$ cat src/rtl/phy_pkg.sv
// Shared 802.11a PHY definitions: SIGNAL RATE codes and the per-rate
// interleaver geometry used by both the TX interleaver and RX deinterleaver.
package phy_pkg;

  localparam logic [3:0] R_6MBPS  = 4'b1101;
  localparam logic [3:0] R_9MBPS  = 4'b1111;
  localparam logic [3:0] R_12MBPS = 4'b0101;
  localparam logic [3:0] R_18MBPS = 4'b0111;
  localparam logic [3:0] R_24MBPS = 4'b1001;
  localparam logic [3:0] R_36MBPS = 4'b1011;
  localparam logic [3:0] R_48MBPS = 4'b0001;
  localparam logic [3:0] R_54MBPS = 4'b0011;

  // Coded bits per OFDM symbol; unsupported and invalid codes fall back to 48.
  function automatic logic [7:0] rate_to_ncbps(input logic [3:0] rate);
    case (rate)
      R_12MBPS, R_18MBPS: rate_to_ncbps = 8'd96;
      R_24MBPS, R_36MBPS: rate_to_ncbps = 8'd192;
      default:            rate_to_ncbps = 8'd48;
    endcase
  endfunction

  // Interleaver row count Ncbps/16.
  function automatic logic [3:0] rate_to_ni(input logic [3:0] rate);
    case (rate)
      R_12MBPS, R_18MBPS: rate_to_ni = 4'd6;
      R_24MBPS, R_36MBPS: rate_to_ni = 4'd12;
      default:            rate_to_ni = 4'd3;
    endcase
  endfunction

endpackage

$ cat src/rtl/deint_rd_addr.sv
// Read-address generator for the deinterleaver: walks output index
// k = 16*row + col and maps it to the interleaved buffer position.
module deint_rd_addr
  import phy_pkg::*;
(
  input  logic       clk_i,
  input  logic       rst_ni,
  input  logic       en_i,
  input  logic       clr_i,
  input  logic [3:0] rate_i,
  output logic [7:0] rd_addr_c,
  output logic       eos_c,
  output logic       k0_c
);

  logic [3:0] row_q, row_d;
  logic [3:0] col_q, col_d;
  logic [3:0] ni_c;
  logic [3:0] off_c;

  // 16-QAM swaps bit pairs on odd columns, which toggles the row LSB.
  always_comb begin
    ni_c      = rate_to_ni(rate_i);
    off_c     = row_q;
    if ((ni_c == 4'd12) && col_q[0]) begin
      off_c = row_q ^ 4'd1;
    end
    rd_addr_c = 8'(ni_c) * 8'(col_q) + 8'(off_c);
    eos_c     = (col_q == 4'd15) && (row_q == ni_c - 4'd1);
    k0_c      = (col_q == 4'd0) && (row_q == 4'd0);
  end

  always_comb begin
    row_d = row_q;
    col_d = col_q;
    if (clr_i) begin
      row_d = 4'd0;
      col_d = 4'd0;
    end else if (en_i) begin
      if (col_q == 4'd15) begin
        col_d = 4'd0;
        row_d = eos_c ? 4'd0 : row_q + 4'd1;
      end else begin
        col_d = col_q + 4'd1;
      end
    end
  end

  always_ff @(posedge clk_i or negedge rst_ni) begin
    if (!rst_ni) begin
      row_q <= 4'd0;
      col_q <= 4'd0;
    end else begin
      row_q <= row_d;
      col_q <= col_d;
    end
  end

endmodule

$ cat src/rtl/deinterleaver.sv
// 802.11a RX deinterleaver: ping-pong symbol banks, one bank filled in
// interleaved order while the other is read back in coded order.
module deinterleaver
  import phy_pkg::*;
#(
  parameter int unsigned DW   = 1,
  parameter int unsigned NMAX = 192
) (
  input  logic          iClk,
  input  logic          iRstN,
  input  logic          iEN,
  input  logic          iRateEN,
  input  logic [3:0]    iRate,
  input  logic [DW-1:0] iData,
  output logic [DW-1:0] oData,
  output logic          oValid,
  output logic          oBlkStart
);

  localparam int unsigned AW = 8;

  logic [DW-1:0] bank_q [2][NMAX];
  logic [3:0]    rate_q;
  logic [AW-1:0] wr_cnt_q, wr_cnt_d;
  logic          sel_q, sel_d;
  logic          out_en_q, out_en_d;
  logic          adv_c;
  logic [AW-1:0] rd_addr_c;
  logic          eos_c;
  logic          k0_c;

  assign adv_c = iEN & ~iRateEN;

  deint_rd_addr u_rd_addr (
    .clk_i     (iClk),
    .rst_ni    (iRstN),
    .en_i      (adv_c),
    .clr_i     (iRateEN),
    .rate_i    (rate_q),
    .rd_addr_c (rd_addr_c),
    .eos_c     (eos_c),
    .k0_c      (k0_c)
  );

  // Read and write counters advance together, so the read side's
  // end-of-symbol also marks the write wrap and the bank swap.
  always_comb begin
    wr_cnt_d = wr_cnt_q;
    sel_d    = sel_q;
    out_en_d = out_en_q;
    if (iRateEN) begin
      wr_cnt_d = '0;
      sel_d    = 1'b0;
      out_en_d = 1'b0;
    end else if (iEN) begin
      if (eos_c) begin
        wr_cnt_d = '0;
        sel_d    = ~sel_q;
        out_en_d = 1'b1;
      end else begin
        wr_cnt_d = wr_cnt_q + AW'(1);
      end
    end
  end

  always_ff @(posedge iClk or negedge iRstN) begin
    if (!iRstN) begin
      rate_q   <= R_6MBPS;
      wr_cnt_q <= '0;
      sel_q    <= 1'b0;
      out_en_q <= 1'b0;
    end else begin
      if (iRateEN) begin
        rate_q <= iRate;
      end
      wr_cnt_q <= wr_cnt_d;
      sel_q    <= sel_d;
      out_en_q <= out_en_d;
    end
  end

  // Symbol storage carries no reset.
  always_ff @(posedge iClk) begin
    if (adv_c) begin
      bank_q[sel_q][wr_cnt_q] <= iData;
    end
  end

  always_ff @(posedge iClk or negedge iRstN) begin
    if (!iRstN) begin
      oData     <= '0;
      oValid    <= 1'b0;
      oBlkStart <= 1'b0;
    end else if (adv_c) begin
      oData     <= bank_q[~sel_q][rd_addr_c];
      oValid    <= out_en_q;
      oBlkStart <= out_en_q & k0_c;
    end else begin
      oValid    <= 1'b0;
      oBlkStart <= 1'b0;
    end
  end

endmodule

$ cat config.mk
export PLATFORM = sky130hd
export DESIGN_NAME = deinterleaver
export DESIGN_NICKNAME = d
export VERILOG_FILES = /design/src/rtl/phy_pkg.sv /design/src/rtl/deint_rd_addr.sv /design/src/rtl/deinterleaver.sv
export SDC_FILE = /design/constraint.sdc
export NUM_CORES = 1
export LEC_CHECK = 0
export ABC_AREA = 1
export CAP_MARGIN = 20
export CORE_MARGIN = 8
export CORE_UTILIZATION = 55
export CTS_CLUSTER_DIAMETER = 30
export DETAILED_ROUTE_END_ITERATION = 12
export HOLD_SLACK_MARGIN = 0.03
export PLACE_DENSITY = 0.8
export SLEW_MARGIN = 20
export SYNTH_ARGS = -nofsm -noshare
export SYNTH_HDL_FRONTEND = slang
export SYNTH_SLANG_ARGS = --single-unit
$ cat constraint.sdc
create_clock -name iClk -period 6.45 [get_ports iClk]
set_input_delay 0.9675 -clock iClk [delete_from_list [all_inputs] [get_ports iClk]]
set_output_delay 0.9675 -clock iClk [all_outputs]
set_load 0.02 [all_outputs]
# Yosys cells after proc, flatten, opt, wreduce, memory -nomap -nowiden
# Memory sizes are Yosys's and may differ from the RTL's.
# Index checks and enable logic that the tools add are counted.
dict set report word_totals {
  reg_bits 25
  latch_bits 0
  mem_bits_rw 384
  rom_bits 0
  out_inout_bits 3
  elab_cells 74
  memories 1
}
dict set report op_classes {
  n_addsub 5
  n_mul 1
  div 0
  order_cmp 3
  n_eq_ne 7
  n_shift 0
  muxes 27
  bitwise_logic 7
  reduce_logical 14
}
# memory words width read_ports rd_ports_with_merged_regs wr line
set mem_list {}
lappend mem_list {bank_q 2 192 1 0 1 deinterleaver.sv:22} ;# logic [DW-1:0] bank_q [2][NMAX];
# operator count
set ops {}
lappend ops {{$mux 192} 1}
lappend ops {{$mux 4} 7}
lappend ops {{$mux 8} 3}
lappend ops {{$ge 9x9->1 const B} 2}
lappend ops {{$not 8->9} 2}
lappend ops {{$eq 4x4->1 const B} 4}
lappend ops {{$mux 1} 13}
lappend ops {{$lt 9x1->1 const B} 1}
lappend ops {{$add 4x1->4 const B} 2}
lappend ops {{$add 8x1->8 const B} 1}
lappend ops {{$add 8x4->8} 1}
lappend ops {{$bmux 1 s8} 1}
lappend ops {{$demux 1 s8} 1}
lappend ops {{$eq 4x3->1 const B} 2}
lappend ops {{$logic_not 4->1} 2}
lappend ops {{$mul 4x4->8} 1}
lappend ops {{$pmux 4 s2} 1}
lappend ops {{$reduce_bool 2->1} 4}
lappend ops {{$eq 4x4->1} 1}
lappend ops {{$logic_and 1x1->1} 4}
lappend ops {{$reduce_and 2->1} 2}
lappend ops {{$reduce_or 2->1} 2}
lappend ops {{$sub 4x1->4 const B} 1}
lappend ops {{$not 1->1} 3}
lappend ops {{$and 1x1->1} 2}

# Logic depth before layout (Yosys ltp)
# Gate-level depths: netlist of the first run.
dict set report depth {
  word_depth 11
  mapped_depth 22
}

# By module
# A second synthesis of the first run with hierarchy kept.
dict set report hier_totals {
  cells_unflattened 2081
  area_unflattened_um2 20133.1
}
# mod instances cells_each area_per_inst_um2
set modules_own_cells {}
lappend modules_own_cells {deinterleaver 1 1921 18898.1}
lappend modules_own_cells {deint_rd_addr 1 160 1234.9}

# Worst setup path before layout of the first run
# No wires, ideal clock.
dict set report synth_path {
  path_type {reg2reg}
  from {reg rate_q[2]}
  to {reg oData}
  setup_ns 0.077
  t_arrival_ns 4.030
  required_time_ns 6.373
  path_slack_ns 2.342
  path_stages_with_launch 22
  path_cell_list {dfstp_2 -> inv_1 -> nand3_1 -> nand2_1 -> inv_1 -> nand2_1 -> fa_1 -> inv_1 -> fa_1 -> fa_1 -> ha_1 -> xor2_1 -> inv_1 -> clkbuf_1 -> nand3_1 -> nand3_1 -> nand3_1 -> nand2_1 -> nand2_1 -> nand2_1 -> nand2_1 -> a21oi_1}
}
dict set report synth_via {
  elab_chain_len 11
}
# item line
set synth_lines {}
lappend synth_lines {{start, declared} deinterleaver.sv:23} ;# logic [3:0] rate_q;
lappend synth_lines {{start signal, assigned} deinterleaver.sv:74} ;# rate_q <= iRate;
lappend synth_lines {{$eq 4x4->1 / $eq 4x3->1 (equally long branches)} phy_pkg.sv:25} ;# case (rate)
lappend synth_lines {{$reduce_or 2->1} phy_pkg.sv:25}
lappend synth_lines {{$pmux 4 s2 (*)} phy_pkg.sv:25}
lappend synth_lines {{parallel branches: the longest is 3 deep, another holds $mul 4x4->8} --}
lappend synth_lines {{$add 8x4->8 (*)} deint_rd_addr.sv:28} ;# rd_addr_c = 8'(ni_c) * 8'(col_q) + 8'(off_c);
lappend synth_lines {{$not 8->9 (*)} deinterleaver.sv:95} ;# oData <= bank_q[~sel_q][rd_addr_c];
lappend synth_lines {{$bmux 1 s8 (*)} deinterleaver.sv:95}
lappend synth_lines {{$mux 1 (not written as such) (*) (2 in a row)} deinterleaver.sv:95}
lappend synth_lines {{end signal, assigned} deinterleaver.sv:95}
lappend synth_lines {{end, declared} deinterleaver.sv:15} ;# output logic [DW-1:0] oData,
# Mark *: on every way between the ends. The select of a mux whose other input is x is not followed.
# A chain may end at the register's enable or synchronous reset.

# Final worst setup path of the first run
# Same ends and word-level chain as after synthesis.

==> impl_metrics.tcl, run 1 <==
set metrics [dict create \
    switching_share_pct 27.8 \
    p_clk_share_pct 48.5 \
    syn_nets 2150 \
    grt_util_met1_pct 26.5 \
    crit_path_max_incr_delay_ns 0.60 \
    numCtsBuffers 75 \
    met3_usage_pct 4.73 \
    synth_edf_count 384 \
    post_drt_wl_per_cell_um 19.0 \
    min-delay-start "rate_q[0]" \
    port_buffers 10 \
    crit_chain "inv_1 -> nand3_1 -> nand2_1 -> inv_1 -> nand2_1 -> fa_1 -> inv_1 -> fa_1 -> fa_1 -> ha_1 -> xor2_1 -> buf_4 -> inv_1 -> nand3_1 -> nand3_1 -> nand3_1 -> nand2_1 -> nand2_1 -> nand2_1 -> nand2_1 -> a21oi_1" \
    leakage_nw 7.93 \
    multi_input_area_um2 6610 \
    cts_tree "built" \
    period_minus_slack_ns 5.04 \
    cts_setup_buffers 0 \
    synth_most_common_cell "nand2_1" \
    dp_hpwl_um 25200 \
    sequentialPowerShare_pct 38.2 \
    slew_headroom_pct 27.0 \
    cts_resized 0 \
    r2r_start "rate_q[2]" \
    skew_ns 0.0275 \
    async_flop_share_pct 5.88 \
    ys_ff_latch 408 \
    synth_cells 2110 \
    hold_violations 0 \
    arrival_ns 5.55 \
    max-cap-violations 0 \
    yosysSeqAreaShare_pct 60.1 \
    period_share_pct 78.1 \
    fmax_ghz 0.199 \
    hold_buffers 0 \
    worstMarginPinSlew_ns 1.09 \
    core_um2 36300 \
    dp.cells 2416 \
    die_y_um 208 \
    drt_iter0_drc 1769 \
    layout.nets 2066 \
    drive_gt1_share_pct 7.96 \
    netlist_top_cells_area "edfxtp_1 (57%), nor3_1 (9.6%), nand2_1 (7.7%), nand3_1 (7.2%), dfrtp_1 (2.6%)" \
    synth_cell_types 31 \
    grt_pass1_vias 15000 \
    drt-total-wl_um 48400 \
    end_kind "flop" \
    overflow 0 \
    grt_usage_pct 21.7 \
    cp_max_fo 13 \
    crit_type "flop to flop" \
    synth_area_per_cell_um2 9.56 \
    yosys_warnings 0 \
    rows 70 \
    ant_nets 0 \
    netlist_area_um2 20200 \
    rsz0062_at_grt "false" \
    busiest_layer "met2" \
    cts-root-buf "clkbuf_16" \
    cts.path.max_buffers 3 \
    synth_commonest_cells "nand2_1 (416), nor3_1 (389), edfxtp_1 (384)" \
    die_w_um 208 \
    antenna_found_initial 0 \
    grt_pass1_wl_um 76300 \
    dieArea_um2 43100 \
    regArea_um2 12100 \
    setup_viol 0 \
    path_common_cell "nand2_1" \
    grt_max_degree 261 \
    holdWs_ns 0.486 \
    yosys.area.top_type "edfxtp_1" \
    critPathRequiredTime_ns 6.96 \
    initial_utilization_pct 55.5 \
    crit_path_start "rate_q[2]" \
    status "complete, no violations" \
    finalSetupTns_ns 0 \
    worst_skew_pair.late_latency_ns 0.59 \
    crit_path_start_kind "flop" \
    vias 15400 \
    ir_worst_vdd_uv 341 \
    critical_path.slowest_cell "fa_1" \
    use_met2_pct 36.9 \
    worst_hold_path_type "flop to flop" \
    synth_top_area_share_pct 57.1 \
    viasPerCell 6.02 \
    path_clk_slew_ns 0.05 \
    syn_to_final_growth_pct 12.2 \
    clock-sinks 408 \
    final_cell_count_no_fill 2553 \
    p_sw_w 0.00214 \
    powerDensity_nw_per_um2 340 \
    first_pass_iters 7 \
    gp_congestion 0.837 \
    cts_max_level 3 \
    route.detailed.drc 0 \
    ios 12 \
    synthFlopType "edfxtp_1" \
    power_frac_comb_pct 13.3 \
    n_antenna_cell 0 \
    fillers 2723 \
    final_max_slew_viol_count 0 \
    internal_power_w 0.00557 \
]
[cells in the final DEF (no fill, tap or decap), drive strengths merged, types with 33 or more instances in the layout]
cell type / count
clkbuf: 86
clkinv: 33
o21ai: 55
nor3: 389
inv: 141
edfxtp: 384
nand2: 416
nand3: 291
nor2: 134
[kinds of logic (layout without fill, tap and decap cells)]
logic type               Yosys count  after routing  synth area share [%]
AND/OR/NAND/NOR                 1244           1244                  27.5
flip-flops                       408            408                  60.1
buffers and inverters            328            303                  7.14
AO/OA/AOI/OAI                     85             85                  2.38
adder cells (fa/ha/maj)           31             31                  2.18
XOR/XNOR                          14             14                 0.608
[routing by layer]
metal  up-vias  routed length, um
met5         -                  0
met4         0               1540
met3       138               4430
met2       734              24100
met1      7344              18400
li1       7150                  -
[flip-flops by register name, indices dropped and copies added, names as in the netlist]
register and count:
out_en_q 1, sel_q 1, rate_q 3, wr_cnt_q 8, oBlkStart 1, oData 1
u_rd_addr.row_q 4, oValid 1, bank_q 384, u_rd_addr.col_q 4
[final timing paths]
| check | to | slack [ns] | cells past startpoint |
|---|---|---|---|
| worst max-delay path | oData | 1.41 | 21 |
| worst min-delay path | rate_q[0] | 0.49 | 2 |
| worst max register to register | oData | 1.41 | 21 |
| worst min register to register | rate_q[0] | 0.49 | 2 |
| max in group asynchronous | rate_q[0] | 5.40 | 2 |
| min in group asynchronous | wr_cnt_q[7] | 0.75 | 2 |
[critical path, delay by kind of cell (launching register included)]
| kind | cells | cell delay (ns) |
|---|---|---|
| buf+inv | 5 | 0.87 |
| simple gates | 10 | 1.26 |
| xor+xnor | 1 | 0.16 |
| compound gates | 1 | 0.15 |
| flops | 1 | 0.53 |
| fa+ha+maj | 4 | 1.99 |
[stage by stage]
stage	total power [W]	worst slack, ns	utilization [%]	instance area, um2
detailed placement	0.00399	1.49	55.5	20200
floorplan	0.00371	2.34	-	20200
global placement	0.00396	1.64	55.4	20100
CTS	0.00771	1.49	62.2	22600
finish	0.00771	1.41	62.3	22600
global route	0.00794	1.21	62.3	22600
[layout make-up]
type | count | share of cell area, %
sequential | 408 | 53.6
inverter | 133 | 2.27
clock inverter | 51 | 2.19
multi-input combinational | 1374 | 29.2
timing repair buffer | 34 | 1.58
clock buffer | 85 | 8.54
tap | 468 | 2.59
[power groups by stage]
stage	Clock, W	Sequential (W)	Combinational, W
3_5_place_dp	0	0.00299	0.000994
3_3_place_gp	0	0.00299	0.000971
5_1_grt	0.00388	0.00295	0.00112
4_1_cts	0.00375	0.00295	0.00101
6_report	0.00374	0.00295	0.00103
2_1_floorplan	0	0.00298	0.000728
Note: power is estimated with default switching activity, not from simulation.
==> inputs of run 2 (changes only) <==
--- a/config.mk
+++ b/config.mk
@@ -12,7 +12,7 @@
 export CTS_CLUSTER_DIAMETER = 30
 export DETAILED_ROUTE_END_ITERATION = 12
 export HOLD_SLACK_MARGIN = 0.03
-export PLACE_DENSITY = 0.8
+export PLACE_DENSITY = 0.83
 export SLEW_MARGIN = 20
 export SYNTH_ARGS = -nofsm -noshare
 export SYNTH_HDL_FRONTEND = slang
==> constraint.sdc (replaced) <==
create_clock -name iClk -period 4.6 [get_ports iClk]
set_input_delay 0.69 -clock iClk [delete_from_list [all_inputs] [get_ports iClk]]
set_output_delay 0.69 -clock iClk [all_outputs]
set_load 0.02 [all_outputs]
==> run 2 against run 1 <==
  * Via count up 2.3%
  * Critical path depth down 1
  * Combinational power up 47%
  * Largest cell class unchanged
  * Largest power group unchanged
  * Highest routed layer unchanged
  * Cell count up 0.16%
  * Clock skew down 0.0039 ns
==> impl_metrics.tcl, run 2 (synthesized netlist as in run 1, its figures left out) <==
set metrics [dict create \
    slew_headroom_pct 22.5 \
    largest_register_ffs 384 \
    numCtsBuffers 74 \
    dp_hpwl_um 25800 \
    largest_register "bank_q" \
    path_common_cell "nand2_1" \
    worst_hold_path_type "input port to async pin" \
    wl_met3_um 4970 \
    crit_end "oData" \
    crit_chain "inv_1 -> nand3_1 -> nand2_2 -> inv_1 -> nand2_1 -> fa_1 -> inv_1 -> fa_1 -> fa_1 -> ha_1 -> xor2_2 -> inv_2 -> nand3_1 -> nand3_1 -> nand3_1 -> nand2_1 -> nand2_1 -> nand2_1 -> nand2_1 -> a21oi_1" \
    grt_max_degree 188 \
    n_antenna_cell 0 \
    cts_max_level 3 \
    antenna_found_initial 0 \
    reg2reg_depth 20 \
    mostFrequentLayoutCells "nand2_1 (410), nor3_1 (389), edfxtp_1 (384)" \
    layout.nets 2073 \
    drt_iter0_drc 2162 \
    drt-total-wl_um 49300 \
    cts_setup_buffers 0 \
    die_w_um 208 \
    viasPerCell 6.15 \
    rows 70 \
    cts.path.max_buffers 3 \
    final_util_pct 62.6 \
    initial_utilization_pct 55.5 \
    finalSetupTns_ns 0 \
    powerDensity_nw_per_um2 486 \
    reg_top3 "bank_q (384), wr_cnt_q (8)" \
    cp_max_fo 12 \
    syn_to_final_growth_pct 12.8 \
    port_buffers 10 \
    cts_resized 0 \
    worst_skew_pair.late_latency_ns 0.58 \
    highest_layer "met4" \
    holdWs_ns 0.115 \
    ios 12 \
    gp_congestion 0.913 \
    fmax_ghz 0.232 \
    critPathRequiredTime_ns 5.09 \
    max-cap-violations 0 \
    drt-met1-wl_um 18400 \
    vias 15700 \
    core_um2 36300 \
    skew_ns 0.0237 \
    period_minus_slack_ns 4.31 \
    status "complete, no violations" \
    crit_path_start_kind "flop" \
    grt_usage_pct 22.2 \
    dieArea_um2 43100 \
    first_pass_iters 6 \
    cts-root-buf "clkbuf_16" \
    critical_path.slowest_cell "fa_1" \
    crit_type "flop to flop" \
    r2r_start "rate_q[3]" \
    die_y_um 208 \
    period_share_pct 93.6 \
    setup_viol 0 \
    overflow 0 \
    met2WireLength_um 24200 \
    final_max_slew_viol_count 0 \
    fillers 2575 \
    hold_violations 0 \
    post_drt_wl_per_cell_um 19.3 \
    end_kind "flop" \
    drive_gt1_share_pct 8.43 \
    path_clk_slew_ns 0.04 \
    arrival_ns 4.79 \
    route.detailed.drc 0 \
    crit_path_max_incr_delay_ns 0.57 \
    leakage_nw 7.99 \
    grt_pass1_vias 15200 \
    crit_path_start "rate_q[3]" \
    reg2reg_slack_ns 0.29 \
    ir_worst_vdd_uv 513 \
    reg2reg_to "oData" \
    grt_pass1_wl_um 77900 \
    cts_tree "built" \
    layout_commonest_cell "nand2_1" \
    hold_buffers 0 \
    worstMarginPinSlew_ns 1.16 \
    ant_nets 0 \
    clock-sinks 408 \
]
-- run 2: area by class of cell --
type,count,area (um2),area share (%)
clock buffer,83,1890,8.28
clock inverter,49,592,2.60
inverter,133,514,2.26
multi-input combinational,1374,6640,29.1
sequential,408,12100,53.3
tap,468,586,2.57
timing repair buffer,42,414,1.82
-- run 2: worst min-delay path by stage --
stage | end | slack, ns | cells after the start
floorplan | oBlkStart | 0.39 | 0
global placement | rate_q[0] | 0.46 | 2
detailed placement | rate_q[0] | 0.47 | 2
CTS | rate_q[0] | 0.48 | 2
global route | u_rd_addr.col_q[2] | 0.15 | 1
finish | u_rd_addr.col_q[2] | 0.12 | 1
-- run 2: critical path: cells and delay by family (launching register included) --
| family | cells | cell delay, ns |
|---|---|---|
| simple gates | 10 | 1.00 |
| flops | 1 | 0.52 |
| fa+ha+maj | 4 | 1.93 |
| buf+inv | 4 | 0.47 |
| compound gates | 1 | 0.12 |
| xor+xnor | 1 | 0.19 |
-- run 2: metrics by stage --
step	total power (W)	instance area, um2	std cells	setup WS [ns]
2_1_floorplan	0.00520	20200	2110	0.492
3_3_place_gp	0.00561	20300	2425	0.301
3_5_place_dp	0.00563	20300	2425	0.140
4_1_cts	0.0110	22700	2557	0.110
5_1_grt	0.0114	22800	2557	-0.00306
6_report	0.0111	22800	2557	0.293
-- run 2: per-layer routing --
layer	up-vias	track usage, %
met1	7493	27.3
li1	7161	-
met5	-	0
met4	0	10.4
met2	901	37.4
met3	162	4.51
-- run 2: report_power, final --
group / total, W / internal, W / switching (W)
Sequential: 0.00412 / 0.00409 / 0.0000266
Combinational: 0.00151 / 0.000395 / 0.00112
Clock: 0.00544 / 0.00362 / 0.00182
Total: 0.0111 / 0.00811 / 0.00296
